===== src/rtl/stopwatch_counter_if.sv =====
// Control and display bundle between the stopwatch counter and its driver.
// Handshake: tick is a single-cycle strobe with no ready; the counter never stalls, and a strobe outside RUN is dropped.
interface stopwatch_counter_if;
   logic       tick;
   logic       start_stop;
   logic       clear;
   logic [3:0] sec_ones;
   logic [3:0] sec_tens;
   logic [3:0] min_ones;
   logic [3:0] min_tens;
   logic       running;
   logic       rollover;
   logic [1:0] state;

   modport master (
      output tick, start_stop, clear,
      input  sec_ones, sec_tens, min_ones, min_tens, running, rollover, state
   );

   modport slave (
      input  tick, start_stop, clear,
      output sec_ones, sec_tens, min_ones, min_tens, running, rollover, state
   );
endinterface


===== src/rtl/stopwatch_counter.sv =====
// BCD mm:ss stopwatch driven by the one-second tick, with start/stop/clear control.
// The state output is a debug view of the FSM encoding (IDLE=0, RUN=1, PAUSE=2, DONE=3).
module stopwatch_counter #(
   parameter int MAX_MIN = 60,
   parameter int WRAP    = 1
) (
   input  logic                 clk,
   input  logic                 reset,
   stopwatch_counter_if.slave   bus
);

   typedef enum logic [1:0] {
      IDLE  = 2'd0,
      RUN   = 2'd1,
      PAUSE = 2'd2,
      DONE  = 2'd3
   } state_t;

   localparam int         LIM_M  = MAX_MIN - 1;
   localparam logic [3:0] LIM_MT = 4'(LIM_M / 10);
   localparam logic [3:0] LIM_MO = 4'(LIM_M % 10);
   localparam bit         WRAP_B = (WRAP != 0);

   state_t     state_q;
   logic       ss_q;
   logic       ss_edge;
   logic       running_q;
   logic       rollover_q;
   logic [3:0] so_q, st_q, mo_q, mt_q;
   logic [3:0] so_n, st_n, mo_n, mt_n;
   logic       at_limit;

   assign ss_edge  = bus.start_stop & ~ss_q;
   assign at_limit = (mt_q == LIM_MT) && (mo_q == LIM_MO) && (st_q == 4'd5) && (so_q == 4'd9);

   // One-second increment with BCD carries; the limit case is handled in the FSM.
   always_comb begin
      so_n = so_q;
      st_n = st_q;
      mo_n = mo_q;
      mt_n = mt_q;
      if (so_q != 4'd9) begin
         so_n = so_q + 4'd1;
      end else begin
         so_n = 4'd0;
         if (st_q != 4'd5) begin
            st_n = st_q + 4'd1;
         end else begin
            st_n = 4'd0;
            if (mo_q != 4'd9) begin
               mo_n = mo_q + 4'd1;
            end else begin
               mo_n = 4'd0;
               mt_n = mt_q + 4'd1;
            end
         end
      end
   end

   always_ff @(posedge clk) begin
      if (!reset) begin
         state_q    <= IDLE;
         ss_q       <= 1'b0;
         running_q  <= 1'b0;
         rollover_q <= 1'b0;
         so_q       <= 4'd0;
         st_q       <= 4'd0;
         mo_q       <= 4'd0;
         mt_q       <= 4'd0;
      end else begin
         ss_q       <= bus.start_stop;
         rollover_q <= 1'b0;
         if (bus.clear) begin
            state_q   <= IDLE;
            running_q <= 1'b0;
            so_q      <= 4'd0;
            st_q      <= 4'd0;
            mo_q      <= 4'd0;
            mt_q      <= 4'd0;
         end else begin
            case (state_q)
               IDLE: begin
                  if (ss_edge) begin
                     state_q   <= RUN;
                     running_q <= 1'b1;
                  end
               end
               RUN: begin
                  if (bus.tick) begin
                     if (at_limit) begin
                        rollover_q <= 1'b1;
                        if (WRAP_B) begin
                           so_q <= 4'd0;
                           st_q <= 4'd0;
                           mo_q <= 4'd0;
                           mt_q <= 4'd0;
                        end
                     end else begin
                        so_q <= so_n;
                        st_q <= st_n;
                        mo_q <= mo_n;
                        mt_q <= mt_n;
                     end
                  end
                  // Reaching the hold limit wins over a stop edge in the same cycle.
                  if (bus.tick && at_limit && !WRAP_B) begin
                     state_q   <= DONE;
                     running_q <= 1'b0;
                  end else if (ss_edge) begin
                     state_q   <= PAUSE;
                     running_q <= 1'b0;
                  end
               end
               PAUSE: begin
                  if (ss_edge) begin
                     state_q   <= RUN;
                     running_q <= 1'b1;
                  end
               end
               default: begin
                  state_q   <= DONE;
                  running_q <= 1'b0;
               end
            endcase
         end
      end
   end

   assign bus.sec_ones = so_q;
   assign bus.sec_tens = st_q;
   assign bus.min_ones = mo_q;
   assign bus.min_tens = mt_q;
   assign bus.running  = running_q;
   assign bus.rollover = rollover_q;
   assign bus.state    = state_q;

endmodule


===== src/flat_wrapper.sv =====
// flat-port wrapper written by rule: the top's interface ports become plain ports
module stopwatch_counter_flat 
#(
   parameter int MAX_MIN = 60,
   parameter int WRAP    = 1
)
  (clk, reset, bus_tick, bus_start_stop, bus_clear, bus_sec_ones, bus_sec_tens, bus_min_ones, bus_min_tens, bus_running, bus_rollover, bus_state);
  stopwatch_counter_if bus_i ();
  input  logic clk;
  input  logic reset;
  input wire logic [$bits(bus_i.tick)-1:0] bus_tick;
  input wire logic [$bits(bus_i.start_stop)-1:0] bus_start_stop;
  input wire logic [$bits(bus_i.clear)-1:0] bus_clear;
  output wire logic [$bits(bus_i.sec_ones)-1:0] bus_sec_ones;
  output wire logic [$bits(bus_i.sec_tens)-1:0] bus_sec_tens;
  output wire logic [$bits(bus_i.min_ones)-1:0] bus_min_ones;
  output wire logic [$bits(bus_i.min_tens)-1:0] bus_min_tens;
  output wire logic [$bits(bus_i.running)-1:0] bus_running;
  output wire logic [$bits(bus_i.rollover)-1:0] bus_rollover;
  output wire logic [$bits(bus_i.state)-1:0] bus_state;
  assign bus_i.tick = bus_tick;
  assign bus_i.start_stop = bus_start_stop;
  assign bus_i.clear = bus_clear;
  assign bus_sec_ones = bus_i.sec_ones;
  assign bus_sec_tens = bus_i.sec_tens;
  assign bus_min_ones = bus_i.min_ones;
  assign bus_min_tens = bus_i.min_tens;
  assign bus_running = bus_i.running;
  assign bus_rollover = bus_i.rollover;
  assign bus_state = bus_i.state;
  stopwatch_counter #(.MAX_MIN(MAX_MIN), .WRAP(WRAP)) u_core (.clk(clk), .reset(reset), .bus(bus_i));
endmodule

===== config.mk =====
export PLATFORM = sky130hd
export DESIGN_NAME = stopwatch_counter_flat
export DESIGN_NICKNAME = d
export VERILOG_FILES = /design/src/rtl/stopwatch_counter_if.sv /design/src/rtl/stopwatch_counter.sv /design/src/flat_wrapper.sv
export SDC_FILE = /design/constraint.sdc
export NUM_CORES = 1
export LEC_CHECK = 0
export CAP_MARGIN = 5
export CORE_AREA = 2 2 62 64
export CTS_CLUSTER_SIZE = 12
export DETAILED_ROUTE_END_ITERATION = 8
export DIE_AREA = 0 0 64 66
export GPL_TIMING_DRIVEN = 0
export SYNTH_ARGS = -nofsm -noshare
export SYNTH_HDL_FRONTEND = slang
export SYNTH_SLANG_ARGS = --single-unit
export TNS_END_PERCENT = 1

===== constraint.sdc =====
create_clock -name clk -period 3.9 [get_ports clk]
set_input_delay 1.17 -clock clk [delete_from_list [all_inputs] [get_ports clk]]
set_output_delay 1.17 -clock clk [all_outputs]
set_load 0.01 [all_outputs]

==> results of run 1 <==
[worst max-delay path by stage]
stage,from,end,slack [ns]
3_5_place_dp,bus_tick,u_core.bus.min_ones[2],1.10
3_3_place_gp,bus_tick,u_core.bus.min_ones[2],1.15
2_1_floorplan,bus_tick,u_core.bus.sec_tens[3],1.68
4_1_cts,u_core.bus.min_ones[0],bus_min_ones[0],1.36
6_report,u_core.bus.min_ones[0],bus_min_ones[0],1.38
5_1_grt,u_core.bus.min_ones[0],bus_min_ones[0],1.32
[placed cells by master (no fill, tap or decap), types with 4 or more instances in the layout]
cell / n
a21oi_1: 8
and3b_1: 4
clkdlybuf4s50_1: 24
dfxtp_1: 21
ha_1: 8
inv_1: 5
nand2_1: 9
nand3_1: 7
nor2_1: 8
o21ai_0: 6
or3_1: 5
[state kept, by name, indices dropped and copies added, names as in the netlist]
name                 cells
u_core.bus.min_tens      4
u_core.bus.rollover      1
u_core.bus.running       1
u_core.ss_q              1
u_core.bus.sec_ones      4
u_core.bus.state         2
u_core.bus.sec_tens      4
u_core.bus.min_ones      4
[metal layers]
layer  part of all wire  vias up  GRT usage  wire [um]
li1                   -      460          -          -
met1               0.47      408      0.132        983
met2               0.48       18      0.169        999
met3              0.034        2     0.0170         70
met4              0.016        0     0.0734         34
met5                  0        -          0          0
[worst register-to-register path: stages, from the launching register on]
cell and delay, ns:
dfxtp_1 0.45, ha_1 0.17, and3b_1 0.14, buf_2 0.18, nand3_4 0.14, or4_1 0.48, a21oi_1 0.13
[stage by stage]
stage	area (um2)	hold slack [ns]	cells	power, mW
finish	1360	0.506	190	0.343
detailed placement	1330	0.489	186	0.242
global route	1360	0.534	190	0.359
global placement	1330	0.482	186	0.242
floorplan	1030	0.510	114	0.233
CTS	1360	0.509	190	0.350
[cell type report]
cell class              count  area (um2)  share of cell area
plain buffers               5        28.8              0.0211
clock buffers               3        22.5              0.0165
clock inverters             1        5.00             0.00368
inverters                   5        18.8              0.0138
multi-input cells          83         566               0.415
flip-flops and latches     21         420               0.309
well taps                  48        60.1              0.0441
repair buffers             24         240               0.176
[power breakdown]
part | leakage, nW | internal [mW] | switching (mW) | total, mW
clock | 0.0177 | 0.0382 | 0.0673 | 0.106
sequential | 0.170 | 0.216 | 0.00147 | 0.218
combinational | 0.315 | 0.00990 | 0.00948 | 0.0194
total | 0.502 | 0.264 | 0.0783 | 0.343
[cell families (layout without fill, tap and decap cells)]
| family | after synthesis | count (layout) | synth area share |
|---|---|---|---|
| xor+xnor | 3 | 3 | 0.0254 |
| compound gates | 21 | 21 | 0.120 |
| fa+ha+maj | 8 | 8 | 0.0969 |
| simple gates | 50 | 50 | 0.295 |
| mux | 1 | 1 | 0.00969 |
| flops | 21 | 21 | 0.407 |
| buf+inv | 10 | 38 | 0.0460 |
==> results_dict.tcl, run 1 <==
set metrics [dict create \
    finClkSkew_ns 0.00209 \
    port_buffers 24 \
    synthTopCellsByArea "dfxtp_1 41%, ha_1 9.7%, a21oi_1 3.9%, and3b_1 3.4%, nand3_1 3.4%" \
    drv_cap 0 \
    cts.sinks 21 \
    final_layout_size_suffix_gt1_frac 0.0775 \
    antenna_found_initial 0 \
    min-delay-start "u_core.bus.min_ones[3]" \
    nets 156 \
    initial_core_util 0.291 \
    synth.largest_area_cell "dfxtp_1" \
    vias 888 \
    ioPinCount 25 \
    reg2reg_setup_slack_ns 2.14 \
    drt_wl_total_um 2090 \
    row_count 22 \
    fp.dieArea_um2 4220 \
    max_freq_mhz 397 \
    yosys.cell_types.count 33 \
    grt_setup_unrepaired "no" \
    die_w_um 64 \
    drv_slew 0 \
    critical_path.cell_chain "clkdlybuf4s50_1" \
    min_to "u_core.bus.min_ones[3]" \
    path_clk_slew_ns 0.12 \
    final-hold-violation-count 0 \
    grt.total_usage 0.107 \
    worstMarginPinSlew_ns 0.451 \
    finalSetupTns_ns 0 \
    setup_slack_ns 1.38 \
    synth_area_um2 1030 \
    antenna_cells 0 \
    synthTopCellsByCount "21 x dfxtp_1, 9 x nand2_1, 8 x a21oi_1, 8 x ha_1, 8 x nor2_1" \
    worst_path_largest_cell_delay_ns 0.58 \
    path_class "reg2out" \
    die_h_um 66 \
    grt_max_degree 13 \
    yosysMostFrequentCell "dfxtp_1" \
    synth-main-ff-cell "dfxtp_1" \
    ctsLongestPathBuffers 2 \
    clk_latency_ns 0.30 \
    cts_buffers 3 \
    grt_remaining_overflow 0 \
    core-area_um2 3550 \
    cp.buffers_inverters 1 \
    clock-root-buffer "clkbuf_4" \
    synth.avg_cell_area_um2 9.07 \
    drc_errors 0 \
    firstDrtPassIters 4 \
    drtAntennaViolNets 0 \
    setup_viol 0 \
    power_density_nw_per_um2 252 \
    worst_setup_path_end_kind "output pin" \
    r2r-end "u_core.bus.min_ones[2]" \
    dp_hpwl_um 1590 \
    worstPathArrival_ns 1.35 \
    slowest_stage "clkdlybuf4s50_1" \
    postCtsSetupRepairBufs 0 \
    cts_resized 0 \
    first_iter_violations 32 \
    syn-instance-count 114 \
    fin_crit_sh 0.646 \
    areaGrowthSynthToFinish_pct 31.7 \
    p_leak_nw 0.502 \
    r2r_cells 6 \
    worstPathRequired_ns 2.73 \
    cts_hold_buf 0 \
    syn_nets 127 \
    place_ws_ns 1.10 \
    max-slew-margin-rel 0.699 \
    setup.worst_path.start_class "register" \
    ys_warn_count 0 \
    wl_per_cell_um 11.0 \
    layout_min_cycle_time_ns 2.52 \
    n_fill_cell 369 \
    synth_top_area_frac 0.407 \
    vdd_drop_max_uv 98.2 \
    gp_congestion 0.729 \
    synth_seq_area_share 0.407 \
    run_status "completed" \
    grt_pass1_vias 785 \
    finish.utilization 0.383 \
    cp_max_fo 7 \
    path_depth 1 \
    synth-seq-cells 21 \
    r2r-start "u_core.bus.sec_tens[0]" \
    cts_tree "yes" \
    grt_pass1_wl_um 3490 \
    viasPerCell 4.67 \
    synth-edff-count 0 \
    async_flop_share 0 \
    min_path_cells 2 \
    critPathTopFamily "buffers and inverters" \
    hold_path.class "reg2reg" \
    h-tree-depth 1 \
]
Note: power is estimated with default switching activity, not from simulation.
==> inputs of run 2 (changes only) <==
clock period = 2.41 ns   (was 3.9 ns; I/O delays follow)
==> results of run 2 <==
The final DEF is identical to that of run 1. Status: completed.
Main changes from that run: setup slack after placement 1.10 ns -> 0.0527 ns; setup slack after layout 1.38 ns -> 0.340 ns; register-to-register setup slack 2.14 ns -> 0.65 ns; total power 0.343 mW -> 0.555 mW; worst IR drop on VDD 98.2 uV -> 159 uV
